`config.mk`:
```
export PLATFORM = sky130hd
export DESIGN_NAME = flow_route_scheduler
export DESIGN_NICKNAME = d
export VERILOG_FILES = /design/src/rtl/flow_route_scheduler.sv
export SDC_FILE = /design/constraint.sdc
export NUM_CORES = 1
export LEC_CHECK = 0
export CORE_ASPECT_RATIO = 1.4
export CORE_MARGIN = 2
export CORE_UTILIZATION = 25
export CTS_CLUSTER_SIZE = 20
export DETAILED_ROUTE_END_ITERATION = 16
export PLACE_DENSITY = 0.52
export SYNTH_ARGS = -nofsm -noshare
export SYNTH_HDL_FRONTEND = slang
export SYNTH_SLANG_ARGS = --single-unit
```
`constraint.sdc`:
```
create_clock -name clk -period 5 [get_ports clk]
set_clock_uncertainty 0.2 [all_clocks]
set_input_delay 0.75 -clock clk [delete_from_list [all_inputs] [get_ports clk]]
set_output_delay 0.75 -clock clk [all_outputs]
set_load 0.02 [all_outputs]
```
`src/rtl/flow_route_scheduler.sv`:
```
// Round-robin owner of the switch network: grants one requester, drives its route, waits for
// valve settling, holds for the dwell time, then releases. Define FLOW_ROUTE_PURGE_EN for a purge gap.
module flow_route_scheduler #(
  parameter int NUM_REQ    = 4,
  parameter int NUM_SW     = 8,
  parameter int SEL_W      = 2,
  parameter int TIMER_W    = 16,
  parameter int SETTLE_CYC = 16
) (
  input  logic                              clk,
  input  logic                              rst_n,
  input  logic [NUM_REQ-1:0]                req,
  input  logic [NUM_REQ*NUM_SW*SEL_W-1:0]   req_route,
  input  logic [NUM_REQ*NUM_SW-1:0]         req_sw_mask,
  input  logic [NUM_REQ*TIMER_W-1:0]        req_dwell,
  output logic [NUM_REQ-1:0]                grant,
  output logic                              route_ready,
  output logic [NUM_REQ-1:0]                done,
  output logic [NUM_SW*SEL_W-1:0]           sw_sel,
  output logic [NUM_SW-1:0]                 sw_en,
  output logic                              busy
);

  localparam int IDX_W   = (NUM_REQ > 1) ? $clog2(NUM_REQ) : 1;
  localparam int ROUTE_W = NUM_SW * SEL_W;
  localparam logic [TIMER_W-1:0] SETTLE_LAST = TIMER_W'(SETTLE_CYC);
  localparam logic [TIMER_W-1:0] CNT_MAX     = '1;

  typedef enum logic [2:0] {
    S_IDLE,
    S_SETTLE,
    S_DWELL,
    S_RELEASE,
    S_PURGE
  } state_t;

  state_t               state_q, state_n;
  logic [TIMER_W-1:0]   cnt_q, cnt_n;
  logic [TIMER_W-1:0]   dwell_q, dwell_n;
  logic [IDX_W-1:0]     owner_q, owner_n;
  logic [IDX_W-1:0]     rr_q, rr_n;
  logic [NUM_REQ-1:0]   grant_n, done_n;
  logic                 ready_n, busy_n;
  logic [ROUTE_W-1:0]   sw_sel_n;
  logic [NUM_SW-1:0]    sw_en_n;

  logic                 pick_valid;
  logic [IDX_W-1:0]     pick_idx;
  logic [ROUTE_W-1:0]   win_route, win_sel;
  logic [NUM_SW-1:0]    win_mask;
  logic [TIMER_W-1:0]   win_dwell;
  logic [TIMER_W-1:0]   dwell_eff, cnt_inc;
  logic [IDX_W-1:0]     owner_next;

  // First requester at or after the round-robin pointer, wrapping.
  always_comb begin
    pick_valid = 1'b0;
    pick_idx   = '0;
    for (int k = 0; k < NUM_REQ; k++) begin
      if (!pick_valid && req[(int'(rr_q) + k) % NUM_REQ]) begin
        pick_valid = 1'b1;
        pick_idx   = IDX_W'((int'(rr_q) + k) % NUM_REQ);
      end
    end
  end

  always_comb begin
    win_route = req_route[int'(pick_idx)*ROUTE_W +: ROUTE_W];
    win_mask  = req_sw_mask[int'(pick_idx)*NUM_SW +: NUM_SW];
    win_dwell = req_dwell[int'(pick_idx)*TIMER_W +: TIMER_W];
    win_sel   = '0;
    for (int s = 0; s < NUM_SW; s++) begin
      if (win_mask[s]) win_sel[s*SEL_W +: SEL_W] = win_route[s*SEL_W +: SEL_W];
    end
  end

  assign dwell_eff  = (dwell_q == '0) ? TIMER_W'(1) : dwell_q;
  assign cnt_inc    = (cnt_q == CNT_MAX) ? cnt_q : cnt_q + TIMER_W'(1);
  assign owner_next = (owner_q == IDX_W'(NUM_REQ - 1)) ? '0 : owner_q + IDX_W'(1);

  always_comb begin
    // NOTE: every signal written here gets a default first, so no latch can be inferred.
    state_n  = state_q;
    cnt_n    = cnt_q;
    dwell_n  = dwell_q;
    owner_n  = owner_q;
    rr_n     = rr_q;
    grant_n  = grant;
    done_n   = '0;
    ready_n  = route_ready;
    busy_n   = busy;
    sw_sel_n = sw_sel;
    sw_en_n  = sw_en;

    unique case (state_q)
      S_IDLE: begin
        if (pick_valid) begin
          state_n  = S_SETTLE;
          cnt_n    = '0;
          dwell_n  = win_dwell;
          owner_n  = pick_idx;
          grant_n  = NUM_REQ'(1) << pick_idx;
          busy_n   = 1'b1;
          sw_sel_n = win_sel;
          sw_en_n  = win_mask;
        end
      end
      S_SETTLE, S_DWELL: begin
        if (!req[owner_q] || (state_q == S_DWELL && cnt_q >= dwell_eff)) begin
          // Normal end of dwell and owner abort share one release path.
          state_n  = S_RELEASE;
          done_n   = NUM_REQ'(1) << owner_q;
          grant_n  = '0;
          ready_n  = 1'b0;
          sw_sel_n = '0;
          sw_en_n  = '0;
          rr_n     = owner_next;
        end else if (state_q == S_SETTLE && cnt_q >= SETTLE_LAST) begin
          state_n = S_DWELL;
          cnt_n   = TIMER_W'(1);
          ready_n = 1'b1;
        end else begin
          cnt_n = cnt_inc;
        end
      end
      S_RELEASE: begin
`ifdef FLOW_ROUTE_PURGE_EN
        state_n = S_PURGE;
        cnt_n   = TIMER_W'(1);
`else
        state_n = S_IDLE;
        busy_n  = 1'b0;
`endif
      end
      S_PURGE: begin
        if (cnt_q >= SETTLE_LAST) begin
          state_n = S_IDLE;
          busy_n  = 1'b0;
        end else begin
          cnt_n = cnt_inc;
        end
      end
      default: begin
        state_n = S_IDLE;
        busy_n  = 1'b0;
      end
    endcase
  end

  // NOTE: asynchronous reset drops every valve enable the instant rst_n falls, mid-operation included.
  always_ff @(posedge clk or negedge rst_n) begin
    if (!rst_n) begin
      state_q     <= S_IDLE;
      cnt_q       <= '0;
      dwell_q     <= '0;
      owner_q     <= '0;
      rr_q        <= '0;
      grant       <= '0;
      done        <= '0;
      route_ready <= 1'b0;
      busy        <= 1'b0;
      sw_sel      <= '0;
      sw_en       <= '0;
    end else begin
      // NOTE: non-blocking assignments keep every register updating from pre-edge values.
      state_q     <= state_n;
      cnt_q       <= cnt_n;
      dwell_q     <= dwell_n;
      owner_q     <= owner_n;
      rr_q        <= rr_n;
      grant       <= grant_n;
      done        <= done_n;
      route_ready <= ready_n;
      busy        <= busy_n;
      sw_sel      <= sw_sel_n;
      sw_en       <= sw_en_n;
    end
  end

endmodule
```
# After elaboration in Yosys (flattened, before gate mapping)

Index checks and enable logic that the tools add are counted.

Logic and storage cells: 127
Register bits after elaboration: 73
Bits of input ports: 166
Output and inout bits: 34

Muxes and demuxes: 58
Bitwise operators: 4
Shifts and indexed selects: 5
Equality and inequality tests: 11
Magnitude comparators: 7
Add/subtract/negate cells: 5
Reductions and logical operators: 26

Operators by type and width:

| kind                                                                                  | number |
|---|---|
| 16-bit 2-to-1 mux                                                                     | 8 |
| 64-bit by 7-bit variable part select with 16-bit output                               | 2 |
| 16-bit one-hot mux with 3 select lines                                                | 1 |
| 16-bit one-hot mux with 2 select lines                                                | 1 |
| 32-bit by 6-bit variable part select with 8-bit output                                | 1 |
| 2-bit 2-to-1 mux                                                                      | 13 |
| 16-bit by 1-bit adder with 16-bit output (second input constant)                      | 1 |
| 16-bit equality test (second input constant)                                          | 1 |
| 16-bit greater-or-equal comparator                                                    | 1 |
| 16-bit by 5-bit greater-or-equal comparator with 1-bit output (second input constant) | 1 |
| 16-bit zero test                                                                      | 1 |
| 1-bit 2-to-1 mux                                                                      | 16 |
| 4-bit 2-to-1 mux                                                                      | 4 |
| 8-bit 2-to-1 mux                                                                      | 2 |
| 8-bit one-hot mux with 2 select lines                                                 | 1 |
| 3-bit by 4-bit < comparator with 1-bit output (second input constant)                 | 3 |
| 3-bit 2-to-1 mux                                                                      | 4 |
| 1-bit binary-select mux with 2-bit select                                             | 5 |
| 2-bit != test (second input constant)                                                 | 5 |
| 3-bit one-hot mux with 3 select lines                                                 | 1 |
| 3-bit AND reduction                                                                   | 3 |
| 4-bit one-hot mux with 2 select lines                                                 | 1 |
| 2-bit OR reduction                                                                    | 4 |
| 1-bit by 2-bit left shift with 4-bit output (first input constant)                    | 2 |
| 19 further kinds                                                                      | 34 |

# Depth between registers and ports, before layout

Gate-level depths: netlist of the first run.

Depth in word-level cells: 18
Gate-level depth with buffers: 10
Depth with buffers taken out: 9

# Worst setup path before layout of the first run

OpenSTA, ideal clock, no wires.

Kind: input port to flip-flop
From: input port req[1]
To: register sw_sel[14]
Buffers on the path: 2
Data required time: 4.671 ns
Arrival: 2.433 ns
Setup time: 0.129 ns
Setup slack: 2.237 ns
Cell stages on the path: 8
Cell sequence: buf_2 > nor2b_1 > o21ba_2 > a221oi_2 > buf_2 > mux2_1 > a222oi_1 > o2bb2ai_1

Cells in the longest elaborated chain, start to end: 16

Ends and longest elaborated chain:

| item                                                                                                                              | RTL line | RTL |
|---|---|---|
| start, declared                                                                                                                   | 12       | `input logic [NUM_REQ-1:0] req,` |
| 1-bit binary-select mux with 2-bit select                                                                                         | 60       | `if (!pick_valid && req[(int'(rr_q) + k) % NUM_REQ]) begin` |
| 1-bit 2-to-1 mux (implied by the code)                                                                                            | 60       |  |
| 1-bit 2-to-1 mux                                                                                                                  | 60       |  |
| 1-bit zero test                                                                                                                   | 60       |  |
| 1-bit logical AND                                                                                                                 | 60       |  |
| 1-bit 2-to-1 mux                                                                                                                  | 60       |  |
| 1-bit zero test                                                                                                                   | 60       |  |
| 1-bit logical AND                                                                                                                 | 60       |  |
| 1-bit 2-to-1 mux                                                                                                                  | 60       |  |
| 1-bit zero test                                                                                                                   | 60       |  |
| 1-bit logical AND                                                                                                                 | 60       |  |
| 2-bit 2-to-1 mux                                                                                                                  | 60       |  |
| 64-bit by 7-bit variable part select with 16-bit output or 32-bit by 6-bit variable part select with 8-bit output (tied branches) | 68, 69   |  |
| 2-bit 2-to-1 mux                                                                                                                  | 73       | `if (win_mask[s]) win_sel[s*SEL_W +: SEL_W] = win_route[s*SEL_W +: SEL_W];` |
| 16-bit 2-to-1 mux                                                                                                                 | 97       | `if (pick_valid) begin` |
| 16-bit one-hot mux with 2 select lines                                                                                            | 95       | `unique case (state_q)` |
| end signal, assigned                                                                                                              | 175      | `sw_sel <= sw_sel_n;` |
| end, declared                                                                                                                     | 19       | `output logic [NUM_SW*SEL_W-1:0] sw_sel,` |

Several ways; a longest one is shown, not always the timed one. The select of a mux whose other input is x is not followed.
A chain may end at the register's enable or synchronous reset.

# Final worst setup path of the first run

From: register dwell_q[4]
To: register grant[0]

Cells in the longest elaborated chain, start to end: 7

Ends and longest elaborated chain:

| item                                     | RTL line | RTL |
|---|---|---|
| start, declared                          | 39       | `logic [TIMER_W-1:0] dwell_q, dwell_n;` |
| start signal, assigned                   | 168      | `dwell_q <= dwell_n;` |
| 16-bit zero test                         | 77       | `assign dwell_eff = (dwell_q == '0) ? TIMER_W'(1) : dwell_q;` |
| 16-bit 2-to-1 mux (*)                    | 77       |  |
| 16-bit greater-or-equal comparator (*)   | 109      | `if (!req[owner_q] \|\| (state_q == S_DWELL && cnt_q >= dwell_eff)) begin` |
| 1-bit logical AND (*)                    | 109      |  |
| 1-bit logical OR (*)                     | 109      |  |
| 2-bit != test (no source line) (*)       | --       |  |
| 3-bit AND reduction (no source line) (*) | --       |  |
| end signal, assigned                     | 171      | `grant <= grant_n;` |
| end, declared                            | 16       | `output logic [NUM_REQ-1:0] grant,` |

Mark *: on every way between the ends. The rest lies on a longest branch, timed or not.

==> impl_metrics.json, run 1 <==
{
  "status": "finished clean",
  "ys_ff_latch": 72,
  "fp.dieH_um": 168.0,
  "io_buffer_count": 199,
  "cts_setup_buffers": 0,
  "crit_fanout": 20,
  "r2r-end": "grant[0]",
  "dieArea_um2": 20350,
  "end_kind": "flip-flop",
  "critical-path-slowest-cell": "o21ai_2",
  "viasPerCell": 5.210,
  "slew_viol_final": 0,
  "insertion_delay_ns": 0.33,
  "yosysSeqAreaShare": 0.3751,
  "grt_pass1_wl_mm": 28.55,
  "hold_viol_final": 0,
  "root_buffer": "clkbuf_16",
  "worst_ep_arrival_time_ns": 3.51,
  "top_level_ports": 200,
  "fp-row-count": 60,
  "syn-instance-count": 487,
  "synth_warnings": 0,
  "ctsResizeCount": 0,
  "critPathLaunchType": "flip-flop",
  "cap_violations": 0,
  "highest_layer": "met4",
  "drt-met1-wl_mm": 7.192,
  "synth-async-reset-ratio": 1.000,
  "drt_first_pass_iters": 6,
  "fmax_mhz": 290.4,
  "nNetsFinal": 869,
  "path_cells": "nor4_1 > a41o_1 > ha_1 > nand2b_1 > a2111o_1 > o2111ai_1 > a31oi_1 > o21ai_2 > a22o_1",
  "synth.avg_cell_area_um2": 9.863,
  "cts_buffers": 9,
  "cts_hold_buf": 0,
  "numClockSinks": 72,
  "critPathRequiredTime_ns": 5.07,
  "cts_htree_levels": 3,
  "grtUsageTotal": 0.1827,
  "syn-cell-area_um2": 4803,
  "wl_per_cell_um": 20.28,
  "p_per_area_nw_per_um2": 522.0,
  "leakage_nw": 2.991,
  "relSlewSlack": 0.2527,
  "ant_nets": 0,
  "critical_path_class": "reg2reg",
  "path_buf_inv": 0,
  "drcViolationCount": 0,
  "vdd_ir_drop_max_v": 0.0002423,
  "r2r_slack_ns": 1.56,
  "antenna_found_initial": 0,
  "start_util": 0.2519,
  "setup_viol": 0,
  "grt_max_degree": 40,
  "crit_family": "compound AO/OA/AOI/OAI gates",
  "synth_edf_count": 0,
  "routabilityCongestion": 0.8359,
  "drive_gt1_frac": 0.08944,
  "tightest_slew_ns": 1.112,
  "period_share": 0.6887,
  "rsz0062_at_grt": "no",
  "post-dp-hpwl_mm": 15.18,
  "holdWs_ns": 0.2943,
  "fin_tns_setup_ns": 0,
  "drt-initial-drc-count": 299,
  "cts_buffer_depth": 2,
  "fin_crit_ns": 3.444,
  "rr_worst_depth": 9,
  "route.met2.wl_mm": 10.16,
  "grt_pass1_vias": 5101,
  "layout_commonest_cell": "clkdlybuf4s50_1",
  "drt_wl_total_mm": 18.86,
  "grt_overflow_total": 0,
  "coreArea_um2": 19070,
  "n_antenna_cell": 0,
  "die_w_um": 121.2,
  "cts_tree": "built",
  "mostFrequentLayoutCells": "clkdlybuf4s50_1, dfrtp_1, o21ai_0",
  "synth.net_count": 679,
  "hp-class": "in2async",
  "wl_met3_mm": 1.172,
  "num_vias": 4845,
  "clkTransAtPathRegs_ns": 0.06,
  "power_mw": 3.864,
  "ys_types": 61,
  "rr_startpoint": "dwell_q[4]",
  "max_stage_delay_ns": 0.80,
  "area_growth_pct": 54.08,
  "synthFlopType": "dfrtp_1"
}
[per-layer routing]
metal  vias to the layer above  track usage
li1                       2285            -
met2                       188       0.3454
met4                         0      0.05097
met5                         -            0
met1                      2353       0.1992
met3                        19      0.04472
[stage by stage]
step | cell area [µm²] | worst slack, ns | std cells | utilization
6_report | 7401 | 1.556 | 930 | 0.3881
5_1_grt | 7401 | 1.316 | 930 | 0.3881
4_1_cts | 7401 | 1.527 | 930 | 0.3881
3_5_place_dp | 7069 | 1.357 | 914 | 0.3707
3_3_place_gp | 7069 | 1.406 | 914 | 0.3707
2_1_floorplan | 4803 | 2.237 | 487 | -
[cells by family after synthesis]
family / synth area share
AO/OA/AOI/OAI: 0.2902
AND/OR/NAND/NOR: 0.1024
flip-flops: 0.3751
buffers and inverters: 0.05444
multiplexers: 0.1102
adder cells (fa/ha/maj): 0.06773
[worst register-to-register path, cell delays in order (launching register included)]
cell	delay [ns]
dfrtp_1	0.39
nor4_1	0.33
a41o_1	0.22
ha_1	0.22
nand2b_1	0.15
a2111o_1	0.40
o2111ai_1	0.19
a31oi_1	0.21
o21ai_2	0.80
a22o_1	0.27
[worst max-delay path by stage]
stage	from	to	slack (ns)	depth (start not counted)
final	dwell_q[4]	grant[0]	1.56	9
after global routing	dwell_q[4]	grant[0]	1.32	9
after CTS	dwell_q[4]	grant[0]	1.53	9
after detailed placement	req[1]	sw_sel[11]	1.36	7
after global placement	req[0]	sw_sel[3]	1.41	8
after floorplan	req[1]	sw_sel[14]	2.24	8
[cells in the mapped netlist (4+ instances only)]
library cell	instances	area [µm²]
a21boi_0	5	37.54
a21oi_1	12	60.06
a222oi_1	32	320.3
a22o_1	4	35.03
a22oi_1	9	67.56
a31oi_1	5	31.28
and2_1	5	31.28
buf_2	8	40.04
clkbuf_1	19	71.32
dfrtp_1	72	1802
ha_1	26	325.3
inv_1	39	146.4
mux2_1	26	292.8
mux2_2	19	214.0
nand2_1	33	123.9
nand3_1	9	45.04
nand4_1	4	25.02
nor2_1	10	37.54
nor3_1	6	30.03
nor4_1	4	25.02
o211ai_1	4	30.03
o21a_1	6	45.04
o21ai_0	43	215.2
o21ai_1	7	35.03
o2bb2ai_1	17	148.9
o311ai_1	9	78.83
o31ai_1	6	45.04
[state kept, by name, summed over array words and instances, names as in the netlist]
name         cells
route_ready      1
cnt_q           16
sw_sel          16
owner_q          2
rr_q             2
sw_en            8
done             4
state_q          2
dwell_q         16
grant            4
busy             1
[report_power, final]
part	switching [mW]	total, mW	internal [mW]
logic	1.25	2.15	0.898
clock network	0.254	0.717	0.463
registers	0.211	0.995	0.783
total	1.72	3.86	2.14
[final cells by class]
class,instances,area [µm²]
multi-input cells,348,2768
well taps,248,310.3
clock buffers,11,252.7
inverters,40,150.1
fillers,2000,11670
clock inverters,5,78.83
repair buffers,206,2039
flip-flops and latches,72,1802
Note: power is estimated with default switching activity, not from simulation.
==> run 2: changes to the inputs <==
--- a/config.mk
+++ b/config.mk
@@ -10,7 +10,7 @@
 export CORE_UTILIZATION = 25
 export CTS_CLUSTER_SIZE = 20
 export DETAILED_ROUTE_END_ITERATION = 16
-export PLACE_DENSITY = 0.52
+export PLACE_DENSITY = 0.53
 export SYNTH_ARGS = -nofsm -noshare
 export SYNTH_HDL_FRONTEND = slang
 export SYNTH_SLANG_ARGS = --single-unit
==> constraint.sdc (replaced) <==
create_clock -name clk -period 3 [get_ports clk]
set_clock_uncertainty 0.2 [all_clocks]
set_input_delay 0.45 -clock clk [delete_from_list [all_inputs] [get_ports clk]]
set_output_delay 0.45 -clock clk [all_outputs]
set_load 0.02 [all_outputs]
==> run 2 against run 1 <==
Net effect: first-iteration DRC count fell by 15%; utilization rose by 3.4 points; clock power rose by 36%; sequential power rose by 62%; sequential cell count did not move; maximum frequency rose by 15%; clock-buffer cell count rose by 2; die area did not move; critical path depth rose by 3; register-to-register slack got worse by 1.5 ns; combinational power rose by 110%.
==> impl_metrics.json, run 2 (synthesis results as in run 1) <==
{
  "hp-class": "in2async",
  "die_w_um": 121.2,
  "top_level_ports": 200,
  "drt_wl_total_mm": 19.36,
  "rr_worst_depth": 12,
  "drcViolationCount": 0,
  "cap_violations": 0,
  "cpMostUsedCell": "buf_4",
  "power_frac_seq": 0.226,
  "cts_tree": "built",
  "start_util": 0.2519,
  "fin_crit_ns": 2.987,
  "grt_overflow_total": 0,
  "setup_viol": 0,
  "slew_viol_final": 0,
  "crit_fanout": 4,
  "wl_per_cell_um": 19.50,
  "power.switching_mw": 3.122,
  "routabilityCongestion": 0.8861,
  "p_per_area_nw_per_um2": 885.0,
  "place_area_um2": 7496,
  "critPathLaunchType": "flip-flop",
  "grt_max_degree": 73,
  "switching_share": 0.4385,
  "mostFrequentLayoutCells": "clkdlybuf4s50_1, dfrtp_1, buf_4",
  "fp.dieH_um": 168.0,
  "grtUsageTotal": 0.1903,
  "clkTransAtPathRegs_ns": 0.06,
  "viasPerCell": 5.175,
  "coreArea_um2": 19070,
  "cts_hold_buf": 0,
  "layout_commonest_cell": "clkdlybuf4s50_1",
  "cts_buffer_depth": 2,
  "relSlewSlack": 0.3619,
  "dieArea_um2": 20350,
  "rsz0062_at_grt": "yes",
  "drt-initial-drc-count": 253,
  "io_buffer_count": 199,
  "critical_path_class": "reg2reg",
  "crit_family": "compound AO/OA/AOI/OAI gates",
  "fmax_mhz": 334.8,
  "fp-row-count": 60,
  "cts_buffers": 9,
  "grt_pass1_vias": 5497,
  "p_comb_frac": 0.636,
  "tightest_slew_ns": 0.9571,
  "max_stage_delay_ns": 0.38,
  "largestRegisters": "cnt_q (16), dwell_q (16), sw_sel (16)",
  "cts_htree_levels": 3,
  "antenna_found_initial": 2,
  "nNetsFinal": 930,
  "root_buffer": "clkbuf_16",
  "status": "finished clean",
  "fin_tns_setup_ns": 0,
  "clkPwrFrac": 0.137,
  "critical-path-slowest-cell": "dfrtp_1",
  "leakage_nw": 3.321,
  "intPower_mw": 3.998,
  "numClockSinks": 72,
  "critPathRequiredTime_ns": 3.01,
  "drive_gt1_frac": 0.1844,
  "r2r_slack_ns": 0.01,
  "num_vias": 5139,
  "rr_startpoint": "dwell_q[14]",
  "post-dp-hpwl_mm": 15.62,
  "hold_viol_final": 0,
  "path_cells": "nor4_2 > buf_4 > a41o_1 > ha_1 > nand2b_1 > a2111o_1 > o2111ai_2 > a31o_2 > buf_4 > o21ai_1 > buf_4 > a2bb2oi_1",
  "insertion_delay_ns": 0.33,
  "period_share": 0.9956,
  "path_buf_inv": 3,
  "drt_first_pass_iters": 5,
  "fillers": 1908,
  "worst_ep_arrival_time_ns": 3.00,
  "end_kind": "flip-flop",
  "area_growth_pct": 67.49,
  "finalInstanceArea_um2": 8045,
  "grt_pass1_wl_mm": 29.99,
  "vdd_ir_drop_max_v": 0.0004063,
  "ant_nets": 0,
  "r2r-end": "cnt_q[8]"
}
## run 2: cell types whose count changed in the layout (fill, tap and decap cells not counted), moves of 4 or more
cell	before	now
buf_12	0	6
o21ai_2	1	5
o311ai_1	9	3
o21ai_1	7	13
o21ai_0	42	32
buf_4	7	61
## run 2: power by group through the flow
stage	clock network [mW]	logic, mW	registers [mW]
floorplan	0	2.16	1.68
global placement	0	4.06	1.62
detailed placement	0	4.15	1.61
CTS	0.996	4.29	1.61
global route	1.04	4.93	1.65
finish	0.977	4.53	1.61
## run 2: area by class of cell
cell class / instances / area [µm²] / share of cell area
Antenna cell: 2 / 5.005 / 0.0006221
Multi-Input combinational cell: 349 / 2934 / 0.3647
Timing Repair Buffer: 266 / 2576 / 0.3202
Inverter: 40 / 150.1 / 0.01866
Clock buffer: 13 / 250.2 / 0.03110
Clock inverter: 3 / 17.52 / 0.002177
Sequential cell: 72 / 1802 / 0.2240
Tap cell: 248 / 310.3 / 0.03857
## run 2: per-stage QoR
stage | setup slack [ns] | hold WS, ns | util | cells | power [mW]
2_1_floorplan | 0.2870 | -0.04559 | - | 487 | 3.848
3_3_place_gp | -0.2441 | 0.2744 | 0.3931 | 961 | 5.680
3_5_place_dp | -0.2802 | 0.2810 | 0.3931 | 961 | 5.761
4_1_cts | 0.006022 | 0.1218 | 0.4126 | 980 | 6.902
5_1_grt | -0.1529 | 0.1572 | 0.4219 | 993 | 7.624
6_report | 0.01335 | 0.07659 | 0.4219 | 993 | 7.120
## run 2: repair_timing
| action | CTS | global route |
|---|---|---|
| resized for setup | 14 | 24 |
| setup endpoints to repair | 45 | 46 |
| pin swaps | 7 | 5 |
| buffers inserted | 2 | 11 |
| cloned | 1 | 0 |
## run 2: how the worst max path moves through the flow
stage / start / endpoint / slack, ns / depth (start not counted)
floorplan: dwell_q[8] / grant[0] / 0.29 / 10
global placement: req[0] / dwell_q[3] / -0.24 / 9
detailed placement: req[0] / dwell_q[3] / -0.28 / 9
CTS: dwell_q[14] / cnt_q[12] / 0.006 / 11
global route: dwell_q[14] / cnt_q[8] / -0.15 / 12
finish: dwell_q[14] / cnt_q[8] / 0.01 / 12
## run 2: layer usage
metal / track usage / wire length (µm) / share of wire / vias up
met5: 0 / 0 / 0 / -
met4: 0.07196 / 557 / 0.029 / 0
met3: 0.04031 / 1292 / 0.067 / 31
met2: 0.3544 / 10340 / 0.53 / 237
met1: 0.2079 / 7173 / 0.37 / 2463
li1: - / - / - / 2408
==> variant 1 (settings of run 2) <==
`SEL_W`: 2 -> 1.
--- a/src/rtl/flow_route_scheduler.sv
+++ b/src/rtl/flow_route_scheduler.sv
@@ -5,3 +5,3 @@
   parameter int NUM_SW     = 8,
-  parameter int SEL_W      = 2,
+  parameter int SEL_W      = 1,
   parameter int TIMER_W    = 16,
Ports: changed (resized req_route and sw_sel); port bits go from 200 to 160. No check against the original RTL was run, so the function may have changed too.
==> variant 1 against run 2 <==
Sequential cell count decreased by 8. Final area decreased by 12%. Synthesized area decreased by 9.7%. Clock power increased by 7%. Count of clock-buffer cells in the layout decreased by 2. Total power decreased by 8.9%. Sequential share of layout area increased by 0.25 points. Wire length decreased by 21%. Worst setup slack improved by 17 ps. Die area decreased by 9.4%. Largest power group unchanged.
==> variant 1: results (changes against run 2) <==
- The via count of the first global-routing pass is 4659 (was 5497).
- Total routed wirelength: 15300 um (was 19400 um)
* Reg-to-reg critical path startpoint: dwell_q[8] (was dwell_q[14])
- The net count of the mapped netlist was 603 (was 679).
- Result of the run: completed (unchanged).
- The met2 usage is 29.8% (was 35.4%).
* Number of non-filler instances in the completed layout: 873 (was 993)
- Post-DP HPWL: 11800 um (was 15600 um)
- Unique masters post-synth: 51 (was 61)
- The count of filler cells inserted in the layout came to 1678 (was 1908).
* Number of nets in the layout: 792 (was 930)
- Worst reg-to-reg setup slack: 30 ps (was 10 ps)
- The static leakage was 3.00 nW (was 3.32 nW).
- Tightest slew margin relative to the limit: 57.5% (was 36.2%)
* Met3 Usage GRT: 2.39% (was 4.03%)
* Largest vdd supply drop: 0.000424 V (was 0.000406 V)
- List of most frequent post-synthesis cells: sky130_fd_sc_hd__dfrtp_1 (64), sky130_fd_sc_hd__mux2_2 (33), sky130_fd_sc_hd__nand2_1 (33), sky130_fd_sc_hd__inv_1 (32), sky130_fd_sc_hd__mux2i_1 (28) (was sky130_fd_sc_hd__dfrtp_1 (72), sky130_fd_sc_hd__o21ai_0 (43), sky130_fd_sc_hd__inv_1 (39), sky130_fd_sc_hd__nand2_1 (33), sky130_fd_sc_hd__a222oi_1 (32)).
* Biggest area contributors in the synthesized netlist: sky130_fd_sc_hd__dfrtp_1 (37%), sky130_fd_sc_hd__mux2_2 (8.6%), sky130_fd_sc_hd__ha_1 (7.5%) (was sky130_fd_sc_hd__dfrtp_1 (38%), sky130_fd_sc_hd__ha_1 (6.8%), sky130_fd_sc_hd__a222oi_1 (6.7%))
* Overall via count from detail_route: 4326 (was 5139)
- The placement-stage cell area is 0.00655 sq mm (was 0.00750 sq mm).
- Biggest regs: cnt_q x16, dwell_q x16 (was cnt_q x16, dwell_q x16, sw_sel x16).
- The violation count after the first detailed-route iteration was 275 (was 253).
- CTS-repair resized insts: 6 (was 14)
- The largest driver fanout on the critical path is 6 (was 4).
- ANT cells: 0 (was 2)
- The count of input and output buffers came to 159 (was 199).
variant 1: worst max path at each step:
stage,to,cells after the start,startpoint
finish,sw_en[6],11,dwell_q[8]
global route,sw_en[1],11,dwell_q[8]
CTS,cnt_q[5],10,dwell_q[4]
detailed placement,cnt_q[5],10,dwell_q[8]
global placement,cnt_q[5],10,dwell_q[8]
floorplan,cnt_q[10],10,dwell_q[8]
variant 1: cell type report:
type | count | share of cell area [%]
Timing Repair Buffer | 208 | 29.4
Tap cell | 236 | 4.17
Sequential cell | 64 | 22.6
Clock inverter | 5 | 0.796
Clock buffer | 11 | 3.43
Inverter | 32 | 1.70
Multi-Input combinational cell | 317 | 37.9
variant 1: stage by stage:
| step | hold WS [ps] | setup slack, ps | power [mW] | setup TNS [ps] |
|---|---|---|---|---|
| 6_report | 290 | 30.0 | 6.49 | 0 |
| 5_1_grt | 314 | -84.3 | 6.96 | -2010 |
| 4_1_cts | 290 | 4.90 | 6.22 | 0 |
| 3_5_place_dp | 283 | -179 | 5.10 | -1430 |
| 3_3_place_gp | 274 | -88.4 | 5.02 | -629 |
| 2_1_floorplan | -45.6 | 180 | 3.51 | 0 |
variant 1: kinds of logic after synthesis:
group           Yosys count  synth area share (%)
fa+ha+maj                26                  7.50
buf+inv                  62                  5.59
compound gates          133                  23.4
simple gates             96                  11.1
mux                      62                  15.5
flops                    64                  36.9
variant 1: power by group through the flow:
stage | sequential, mW | clock (mW) | combinational, mW
after floorplan | 1.49 | 0 | 2.02
after global placement | 1.38 | 0 | 3.64
after detailed placement | 1.39 | 0 | 3.71
after CTS | 1.39 | 1.07 | 3.76
final | 1.39 | 1.05 | 4.05
after global routing | 1.43 | 1.11 | 4.42
==> variant 2 (flow settings as in run 2) <==
Without the edit above. Make the reset (`rst_n`) synchronous in one clocked block. Comments in the files are not updated.
--- a/src/rtl/flow_route_scheduler.sv
+++ b/src/rtl/flow_route_scheduler.sv
@@ -150,3 +150,3 @@
   // NOTE: asynchronous reset drops every valve enable the instant rst_n falls, mid-operation included.
-  always_ff @(posedge clk or negedge rst_n) begin
+  always_ff @(posedge clk) begin
     if (!rst_n) begin
Check against the original RTL: not settled (the Yosys comparison gave no result); the edit may change what the design does.
==> variant 2 against run 2 <==
Final area up 0.39%. Clock power up 1%. Non-clock buffer count down 8. Sequential power down 16%. Largest cell class unchanged. Sequential cell count unchanged. First-iteration DRC count up 55%. Worst setup slack better by 130 ps. Synthesized area up 6.5%. Wire length up 8.4%. Largest power group unchanged. Total power down 22%. Worst hold slack better by 200 ps.
==> variant 2: results (changes against run 2) <==
* Share of final-layout standard cells stronger than drive strength 1: 13.7% (was 18.4%)
* Sequential element share of the synthesized area: 28.2% (was 37.5%)
- The largest driver fanout on the critical path came to 7 (was 4).
* ANT cells: 0 (was 2)
- Switching power of the nets: 2.32 mW (was 3.12 mW)
* Least-Margin Pin Slew: 597 ps (was 957 ps)
- Global routing met2 resource utilization: 35.6% (was 35.4%)
- The total length of routed met2 wires is 11100 um (was 10300 um).
- The type of the tightest min-delay check is register to register (was input port to asynchronous set/reset pin).
- CTS-repair resized insts: 6 (was 14)
- Met1 track demand over resource: 20.6% (was 20.8%)
- The average footprint of a synthesized cell came to 7.76 sq um (was 9.86 sq um).
- Result of the run: completed (unchanged)
- The combinational logic power is 3.22 mW (was 4.53 mW).
* Biggest area contributors in the synthesized netlist: sky130_fd_sc_hd__dfxtp_1 (28%), sky130_fd_sc_hd__a21oi_1 (7.0%), sky130_fd_sc_hd__ha_1 (5.6%) (was sky130_fd_sc_hd__dfrtp_1 (38%), sky130_fd_sc_hd__ha_1 (6.8%), sky130_fd_sc_hd__a222oi_1 (6.7%))
- Share of async-settable or async-resettable flops after synthesis: 0% (was 100%)
* Post-DP HPWL: 16600 um (was 15600 um)
- Weighted congestion reported at the end of routability-driven placement: 0.871 (was 0.886)
- The violation count after the first detailed-route iteration came to 391 (was 253).
- Average via count per standard cell: 5.23 (was 5.18)
- The most common flop cell mapped by yosys is sky130_fd_sc_hd__dfxtp_1 (was sky130_fd_sc_hd__dfrtp_1).
- The overall routed net length is 21000 um (was 19400 um).
- The number of unique standard cell types used by synthesis came to 53 (was 61).
- Critical Path Max Stage Delay: 450 ps (was 380 ps)
* Vias in the first global route: 5891 (was 5497)
* Largest vdd supply drop: 0.000316 V (was 0.000406 V)
[variant 2: cell count changes after synthesis, sizes merged, moves of 16 or more]
cell | before | now
a311o | 0 | 16
o221ai | 0 | 16
and3 | 3 | 21
clkbuf | 19 | 47
a21oi | 12 | 73
nand3 | 10 | 54
dfrtp | 72 | 0
o2bb2ai | 17 | 0
inv | 40 | 24
o21ai | 50 | 67
dfxtp | 0 | 72
a222oi | 32 | 0
mux2 | 45 | 16
nand2 | 34 | 67
[variant 2: layout make-up]
cell class                 count  area [sq um]
clock buffer                  13           250
clock inverter                 3          17.5
fill                        2115         11900
inverter                      25          93.8
multi-input combinational    504          3400
sequential                    72          1440
tap                          252           315
timing repair buffer         258          2550
[variant 2: final timing paths]
kind / start / end / slack [ps] / depth (start not counted)
worst max register to register: dwell_q[9] / rr_q[1] / 140 / 11
worst min register to register: sw_sel[1] / sw_sel[1] / 270 / 2
worst min-delay path: sw_sel[1] / sw_sel[1] / 270 / 2
worst max-delay path: dwell_q[9] / rr_q[1] / 140 / 11
